File: config.mk
export PLATFORM = sky130hd
export DESIGN_NAME = cnn_core_seq_ctrl
export DESIGN_NICKNAME = d
export VERILOG_FILES = /design/src/rtl/cnn_core_seq_ctrl_pkg.sv /design/src/rtl/cnn_core_seq_ctrl_credit_cnt.sv /design/src/rtl/cnn_core_seq_ctrl.sv
export SDC_FILE = /design/constraint.sdc
export NUM_CORES = 1
export LEC_CHECK = 0
export CORE_MARGIN = 2
export CORE_UTILIZATION = 54
export DETAILED_ROUTE_END_ITERATION = 8
export GPL_ROUTABILITY_DRIVEN = 0
export HOLD_SLACK_MARGIN = 0.12
export PLACE_DENSITY_LB_ADDON = 0.15
export SETUP_SLACK_MARGIN = 0.1
export SLEW_MARGIN = 10
export SYNTH_ARGS = -nofsm -noshare
export SYNTH_HDL_FRONTEND = slang
export SYNTH_SLANG_ARGS = --single-unit
File: constraint.sdc
create_clock -name clk -period 3 [get_ports clk]
set_clock_uncertainty 0.2 [all_clocks]
set_input_delay 0.75 -clock clk [delete_from_list [all_inputs] [get_ports clk]]
set_output_delay 0.75 -clock clk [all_outputs]
set_load 0.1 [all_outputs]
File: src/rtl/cnn_core_seq_ctrl_pkg.sv
// Shared state encoding and geometry helpers for the cnn_core
// layer sequencer and its credit counter.
package cnn_core_seq_ctrl_pkg;

   typedef enum logic [2:0] {
      ST_IDLE,
      ST_CLEAR,
      ST_RUN,
      ST_DRAIN,
      ST_DONE,
      ST_ABORT
   } state_e;

   localparam int unsigned DEF_FMAP_W  = 6;
   localparam int unsigned DEF_FMAP_H  = 6;
   localparam int unsigned DEF_KX      = 3;
   localparam int unsigned DEF_KY      = 3;
   localparam int unsigned DEF_CREDITS = 4;

   function automatic int unsigned out_dim(
      input int unsigned fmap,
      input int unsigned k
   );
      return fmap - k + 1;
   endfunction

   function automatic int unsigned cnt_bits(
      input int unsigned n
   );
      return $clog2(n + 1);
   endfunction

endpackage

File: src/rtl/cnn_core_seq_ctrl_credit_cnt.sv
// Up/down credit counter: starts full, returns above full are
// dropped and flagged.
module cnn_core_seq_ctrl_credit_cnt
   import cnn_core_seq_ctrl_pkg::*;
#(
   parameter  int unsigned CREDITS = DEF_CREDITS,
   localparam int unsigned CR_BW   = cnt_bits(CREDITS)
) (
   input  logic             clk,
   input  logic             reset,
   input  logic             i_inc,
   input  logic             i_dec,
   output logic [CR_BW-1:0] o_count,
   output logic             o_ovf
);

   localparam logic [CR_BW-1:0] MAX = CR_BW'(CREDITS);

   logic [CR_BW-1:0] cnt_q, cnt_d;
   logic             full;

   assign full    = (cnt_q == MAX);
   assign o_count = cnt_q;
   assign o_ovf   = i_inc & ~i_dec & full;

   always_comb begin
      cnt_d = cnt_q;
      unique case ({i_inc, i_dec})
         2'b10:   if (!full) cnt_d = cnt_q + CR_BW'(1);
         2'b01:   cnt_d = cnt_q - CR_BW'(1);
         default: cnt_d = cnt_q;
      endcase
   end

   always_ff @(posedge clk or posedge reset) begin
      if (reset) cnt_q <= MAX;
      else       cnt_q <= cnt_d;
   end

endmodule

File: src/rtl/cnn_core_seq_ctrl.sv
// Layer sequencer for one cnn_core: clears the core, issues OW*OH
// windows under result-buffer credit, tags results with (x,y).
module cnn_core_seq_ctrl
   import cnn_core_seq_ctrl_pkg::*;
#(
   parameter  int unsigned FMAP_W  = DEF_FMAP_W,
   parameter  int unsigned FMAP_H  = DEF_FMAP_H,
   parameter  int unsigned KX      = DEF_KX,
   parameter  int unsigned KY      = DEF_KY,
   parameter  int unsigned CREDITS = DEF_CREDITS,
   localparam int unsigned CNT_BW  =
      cnt_bits(out_dim(FMAP_W, KX) * out_dim(FMAP_H, KY))
) (
   input  logic              clk,
   input  logic              reset,
   input  logic              i_start,
   input  logic              i_abort,
   input  logic              i_win_valid,
   output logic              o_win_ready,
   output logic              o_core_valid,
   output logic              o_core_soft_reset,
   input  logic              i_core_valid,
   input  logic              i_credit_ret,
   output logic              o_res_push,
   output logic [CNT_BW-1:0] o_res_x,
   output logic [CNT_BW-1:0] o_res_y,
   output logic              o_busy,
   output logic              o_done,
   output logic              o_err
);

   localparam int unsigned OW    = out_dim(FMAP_W, KX);
   localparam int unsigned OH    = out_dim(FMAP_H, KY);
   localparam int unsigned NWIN  = OW * OH;
   localparam int unsigned CR_BW = cnt_bits(CREDITS);

   localparam logic [CNT_BW-1:0] NWIN_C = CNT_BW'(NWIN);
   localparam logic [CNT_BW-1:0] X_LAST = CNT_BW'(OW - 1);
   localparam logic [CNT_BW-1:0] Y_LAST = CNT_BW'(OH - 1);

   state_e            state_q, state_d;
   logic [CNT_BW-1:0] issued_q, issued_d;
   logic [CNT_BW-1:0] received_q, received_d;
   logic [CNT_BW-1:0] x_q, x_d;
   logic [CNT_BW-1:0] y_q, y_d;
   logic              err_q, err_d;

   logic [CR_BW-1:0]  credits;
   logic              cr_ovf;
   logic              fire;
   logic              push;
   logic              spur;
   logic              start_ok;
   logic              abort_ok;
   logic              collecting;

   assign start_ok   = i_start & ~i_abort & (state_q == ST_IDLE);
   assign abort_ok   = i_abort & (state_q != ST_IDLE);
   assign collecting = (state_q == ST_RUN) | (state_q == ST_DRAIN);

   assign o_win_ready = (state_q == ST_RUN) & (issued_q != NWIN_C)
                      & (credits != '0);
   assign fire        = i_win_valid & o_win_ready;
   assign push        = i_core_valid & collecting
                      & (received_q != issued_q);
   // The core is being flushed during ABORT, so its output is ignored.
   assign spur        = i_core_valid & ~push & (state_q != ST_ABORT);

   cnn_core_seq_ctrl_credit_cnt #(
      .CREDITS (CREDITS)
   ) u_credit (
      .clk     (clk),
      .reset   (reset),
      .i_inc   (i_credit_ret),
      .i_dec   (fire),
      .o_count (credits),
      .o_ovf   (cr_ovf)
   );

   always_comb begin
      state_d    = state_q;
      issued_d   = issued_q;
      received_d = received_q;
      x_d        = x_q;
      y_d        = y_q;
      err_d      = err_q;

      unique case (state_q)
         ST_IDLE:  if (start_ok) state_d = ST_CLEAR;
         ST_CLEAR: state_d = ST_RUN;
         ST_RUN:   if (issued_q == NWIN_C) state_d = ST_DRAIN;
         ST_DRAIN: if (received_q == NWIN_C) state_d = ST_DONE;
         ST_DONE:  state_d = ST_IDLE;
         ST_ABORT: state_d = ST_IDLE;
         default:  state_d = ST_IDLE;
      endcase

      if (fire) issued_d = issued_q + CNT_BW'(1);

      if (push) begin
         received_d = received_q + CNT_BW'(1);
         if (x_q == X_LAST) begin
            x_d = '0;
            y_d = (y_q == Y_LAST) ? '0 : y_q + CNT_BW'(1);
         end else begin
            x_d = x_q + CNT_BW'(1);
         end
      end

      if (start_ok || abort_ok) begin
         issued_d   = '0;
         received_d = '0;
         x_d        = '0;
         y_d        = '0;
      end

      if (abort_ok) state_d = ST_ABORT;

      if (start_ok)      err_d = 1'b0;
      if (spur || cr_ovf) err_d = 1'b1;
   end

   always_ff @(posedge clk or posedge reset) begin
      if (reset) begin
         state_q    <= ST_IDLE;
         issued_q   <= '0;
         received_q <= '0;
         x_q        <= '0;
         y_q        <= '0;
         err_q      <= 1'b0;
      end else begin
         state_q    <= state_d;
         issued_q   <= issued_d;
         received_q <= received_d;
         x_q        <= x_d;
         y_q        <= y_d;
         err_q      <= err_d;
      end
   end

   assign o_core_valid      = fire;
   assign o_core_soft_reset = (state_q == ST_CLEAR) | (state_q == ST_ABORT);
   assign o_res_push        = push;
   assign o_res_x           = x_q;
   assign o_res_y           = y_q;
   assign o_busy            = (state_q != ST_IDLE);
   assign o_done            = (state_q == ST_DONE);
   assign o_err             = err_q;

endmodule

# == Yosys cells after proc, flatten, opt, wreduce, memory -nomap -nowiden ==
# Index checks and enable logic that the tools add are counted.
# op_classes
n_addsub,6
eq_ne,19
muxes,20
n_bitwise,17
n_reduce_logical,13
# op_table
op,n
5-bit two-way mux,11
"5-bit by 1-bit adder with 5-bit output, second input constant",4
3-bit two-way mux,5
1-bit AND,12
3-bit case mux with 4 select lines,1
"5-bit by 2-bit equality test with 1-bit output, second input constant",2
"5-bit equality test, second input constant",2
2-bit nonzero test,5
"3-bit equality test, second input constant",3
"3-bit by 2-bit equality test with 1-bit output, second input constant",2
"3-bit by 2-bit inequality test with 1-bit output, second input constant",2
"3-bit inequality test, second input constant",2
3-bit case mux with 2 select lines,1
3-bit nonzero test,2
5-bit inequality test,1
"5-bit inequality test, second input constant",1
2-bit AND reduction,2
"3-bit by 1-bit adder with 3-bit output, second input constant",1
"3-bit by 1-bit equality test with 1-bit output, second input constant",1
3-bit logical NOT,1
1-bit NOT,3
3-bit AND reduction,1
"3-bit by 1-bit subtractor with 3-bit output, second input constant",1
"2-bit by 1-bit equality test with 1-bit output, second input constant",1
5 further kinds,8
# word_totals
register_bits,27
in_bits,7
output_inout_bits,17
elab_cells,82

# == Longest topological paths before layout ==
# logic_depth
word_depth,9
mapped_depth,11
mapped_depth_nobuf,11

# == Cells and area by module ==
# A second synthesis with hierarchy kept.
# unflattened
cells_unflattened,197
area_unflattened_um2,1785.5
# modules_own_cells
mod,instances,cells_each,area_each_um2,seq_area_each_um2
cnn_core_seq_ctrl,1,173,1561.5,600.6
cnn_core_seq_ctrl_credit_cnt,1,24,224.0,76.3

# == Worst setup path before layout ==
# No wires, ideal clock.
# synth_timing
kind,reg2out
startpoint,register state_q[2]
endpoint,output o_done
t_arrival_ns,2.829
t_required_ns,2.050
setup_slack_ns,-0.779
path_stages_with_launch,3
cell_sequence,dfrtp_1 clkbuf_1 nor3b_1
# synth_via
elab_chain_len,1
# synth_rtl
item,line,source
from (decl),cnn_core_seq_ctrl.sv:41,"state_e state_q, state_d;"
from (signal assigned),cnn_core_seq_ctrl.sv:132,state_q <= state_d;
3-bit equality test,cnn_core_seq_ctrl.sv:147,assign o_done = (state_q == ST_DONE);
to (decl),cnn_core_seq_ctrl.sv:28,"output logic o_done,"
# Every way passes these cells.

# == Final worst setup path ==
# layout_timing
startpoint,input i_core_valid
endpoint,output o_res_push
# layout_via
elab_chain_len,2
# layout_rtl
item,line,source
from (decl),cnn_core_seq_ctrl.sv:22,"input logic i_core_valid,"
1-bit AND,cnn_core_seq_ctrl.sv:64,assign push = i_core_valid & collecting
1-bit AND,cnn_core_seq_ctrl.sv:65,& (received_q != issued_q);
to (decl),cnn_core_seq_ctrl.sv:24,"output logic o_res_push,"
# Every way passes these cells.

==> metrics.md <==
| Metric | Value |
|---|---|
| Vias in the first global route | about 1300 |
| Die H | between 50 and 60 µm |
| DRC errors left | 0 |
| Static leakage | 0.918 nW |
| Clk pwr share | a little over an eighth |
| Sw Share | 47.1% |
| Yosys warning total | 0 |
| Layout cells sized above 1 | roughly 20% |
| Most frequent cell after synthesis | dfrtp_1 |
| Syn_nets | slightly below 200 |
| I/O pin cnt | 24 |
| RSZ-0062 raised after global routing | no |
| Die W | between 50 and 60 µm |
| Synth area leaders | dfrtp_1 39%, nor2_1 5.7%, o21ai_0 4.8% |
| CP Max Fanout | 2 |
| Initial Utilization | a little under three fifths |
| Worst setup path class | in2out |
| Sequential share of the synthesized area | 40.9% |
| P_int | 0.000637 W |
| Post-layout min period | roughly 2.8 ns |
| Clk slew on worst S/H paths | 0.15 ns |
| VDD IR max | 0.808 mV |
| Clock buffer depth | 2 |
| Fraction of registers with async set/reset | 100% |
| Worst slew pin tran | 0.611 ns |
| H-tree levels | 1 |
| Part of the cycle the worst path needs | 93.7% |
| Slew Limit Fails | 0 |
| Core area | 0.00298 mm² |
| Initial drt markers | 49 |
| #FFs+latches synth | 27 |
| Critical path data arrival time | 1.86 ns |
| Cell area power density | approximately 610 mW/mm² |
| Via count | 1350 |
| Remaining global-route overflow | 0 |
| Vias per cell | 5.58 |
| Netlist cell types | 45 |
| Slew headroom | 59.2% |
| Drt wl/cell | 12.7 µm |
| Outcome | finished clean |
| Cell Area, Placed | between 0.0015 and 0.002 mm² |
| Layout area overhead | 19.9% |
| Avg Cell Area, Syn | roughly 9 µm² |
| Clk sink count | 27 |
| HPWL Detailed | 2.30 mm |
| Pin count of the biggest net entering global routing | 21 |
| Post-synth top cells | 26 x dfrtp_1, 25 x nor2_1, 16 x o21ai_0 |
| Final Hold Fails | 0 |
| Post-route cell area | 0.00199 mm² |
| Final Net Count | 224 |
| Cells after synthesis | 180 |
| Postcts setup bufs | 0 |
| Ys flop type | dfrtp_1 |
| Number of diodes | 0 |
| Fill count | 253 |
| DR pass1 iterations | 4 |
| FMAX | around 0.36 GHz |
| CTS root buffer | clkbuf_4 |
| Clock buffers created by TritonCTS | 3 |
| Logic pwr share | 45.9% |
| EDFF count, synth | 0 |
| Post-Syn Area | between 0.0015 and 0.002 mm² |
| Hold/Removal Path Class | reg2reg |
| Final Setup Violations | 0 |
| Total GRT Usage | 19.8% |
| Req. time, crit path | 2.05 ns |
| Worst Setup End Kind | primary output |
| Yosys top cell area share | 39.3% |
| Total Neg Setup Slack | 0 ns |
| Cell taking the most area after synthesis | dfrtp_1 |
| Sequential power share | 41.0% |
| Routed WL | 3.07 mm |
| Rows | 20 |
| CP Launch Type | input port |
| Max-cap violations | 0 |
| PortBufs | 23 |
| Clk Latency, worst-skew pair | 0.33 ns |
| Antenna violations before repair | 0 |
| Antenna Nets Post-Route | 0 |
| Die area | 0.00353 mm² |
| Global-route wire length before repair | 5.35 mm |
| Psw | 0.000567 W |
| CTS tree | built |
==> final timing paths <==
| kind | endpoint | from | slack, ns | cells past startpoint |
|---|---|---|---|---|
| max | o_res_push | i_core_valid | 0.19 | 5 |
| min | u_credit.o_count[0]$_DFFE_PP0P_ | u_credit.o_count[0]$_DFFE_PP0P_ | 0.34 | 1 |
| max reg2reg | u_credit.o_count[2]$_DFFE_PP1P_ | issued_q[0]$_DFFE_PP0P_ | 0.59 | 11 |
| min reg2reg | u_credit.o_count[0]$_DFFE_PP0P_ | u_credit.o_count[0]$_DFFE_PP0P_ | 0.34 | 1 |
| max in group asynchronous | received_q[3]$_DFFE_PP0P_ | reset | 1.41 | 3 |
| min in group asynchronous | o_res_y[1]$_DFFE_PP0P_ | reset | 0.56 | 2 |
==> power by group through the flow <==
stage          clock [W]  sequential, W  combinational, W
6_report        0.000157       0.000494          0.000553
5_1_grt         0.000172       0.000506          0.000593
4_1_cts         0.000162       0.000491          0.000556
3_5_place_dp           0       0.000497          0.000555
3_3_place_gp           0       0.000494          0.000542
2_1_floorplan          0       0.000480          0.000447
==> flip-flops by register name, summed over array words and instances (netlist names) <==
signal,flops
state_q,3
issued_q,5
o_err,1
u_credit.o_count,3
o_res_x,5
o_res_y,5
received_q,5
==> layout make-up <==
class	instances	area, µm²	area share, %
inverter	13	48.8	2.46
multi-input combinational	135	915	46.0
tap	33	41.3	2.08
clock inverter	1	5.00	0.252
timing repair buffer	30	278	14.0
clock buffer	3	22.5	1.13
sequential	27	677	34.1
==> per-layer routing <==
layer | track usage (%) | up-vias | wire, µm
met2 | 32.3 | 34 | 1500
met5 | 0 | - | 0
met4 | 8.44 | 0 | 20
met3 | 2.84 | 2 | 141
met1 | 26.1 | 638 | 1410
li1 | - | 676 | -
==> cells in the final DEF, fill, tap and decap left out, drive strengths merged, types with 2 or more instances in the layout <==
| cell type | n |
|---|---|
| a2bb2oi | 2 |
| o21ai | 18 |
| nor2 | 26 |
| a21oi | 9 |
| or3 | 4 |
| or3b | 3 |
| nand2 | 12 |
| clkbuf | 3 |
| inv | 13 |
| buf | 24 |
| o211ai | 2 |
| nand3b | 3 |
| ha | 6 |
| xnor2 | 7 |
| clkdlybuf4s50 | 6 |
| nand4 | 3 |
| xor2 | 9 |
| nor3b | 3 |
| nor2b | 2 |
| nand2b | 2 |
| dfrtp | 26 |
| nand3 | 8 |
| mux2i | 3 |
==> cell families after synthesis <==
| family | Yosys count | share of synthesized area, % |
|---|---|---|
| adder cells (fa/ha/maj) | 7 | 5.74 |
| AO/OA/AOI/OAI | 34 | 12.5 |
| flip-flops | 27 | 40.9 |
| AND/OR/NAND/NOR | 75 | 26.1 |
| buffers and inverters | 18 | 4.53 |
| multiplexers | 3 | 1.81 |
| XOR/XNOR | 16 | 8.46 |
==> what timing repair did <==
action | in CTS | in global routing
hold buffers | 0 | 0
resized for setup | 0 | 1
endpoints found under the hold margin | 0 | 0
setup endpoints to repair | 0 | 1
==> worst max-delay path: stages <==
cell and delay [ns]:
clkdlybuf4s50_1 0.53, nand3b_4 0.09, o21bai_2 0.21, inv_1 0.10, buf_12 0.18
==> stage by stage <==
step	hold slack, ns	worst slack [ns]	cells	util [%]	power, W
6_report	0.341	0.189	242	66.7	0.00120
5_1_grt	0.366	0.160	242	66.7	0.00127
4_1_cts	0.349	0.171	242	66.6	0.00121
3_5_place_dp	0.325	0.0550	238	65.6	0.00105
3_3_place_gp	0.305	0.127	238	65.6	0.00104
2_1_floorplan	0.283	0.0842	180	-	0.000927
Note: power is estimated with default switching activity, not from simulation.
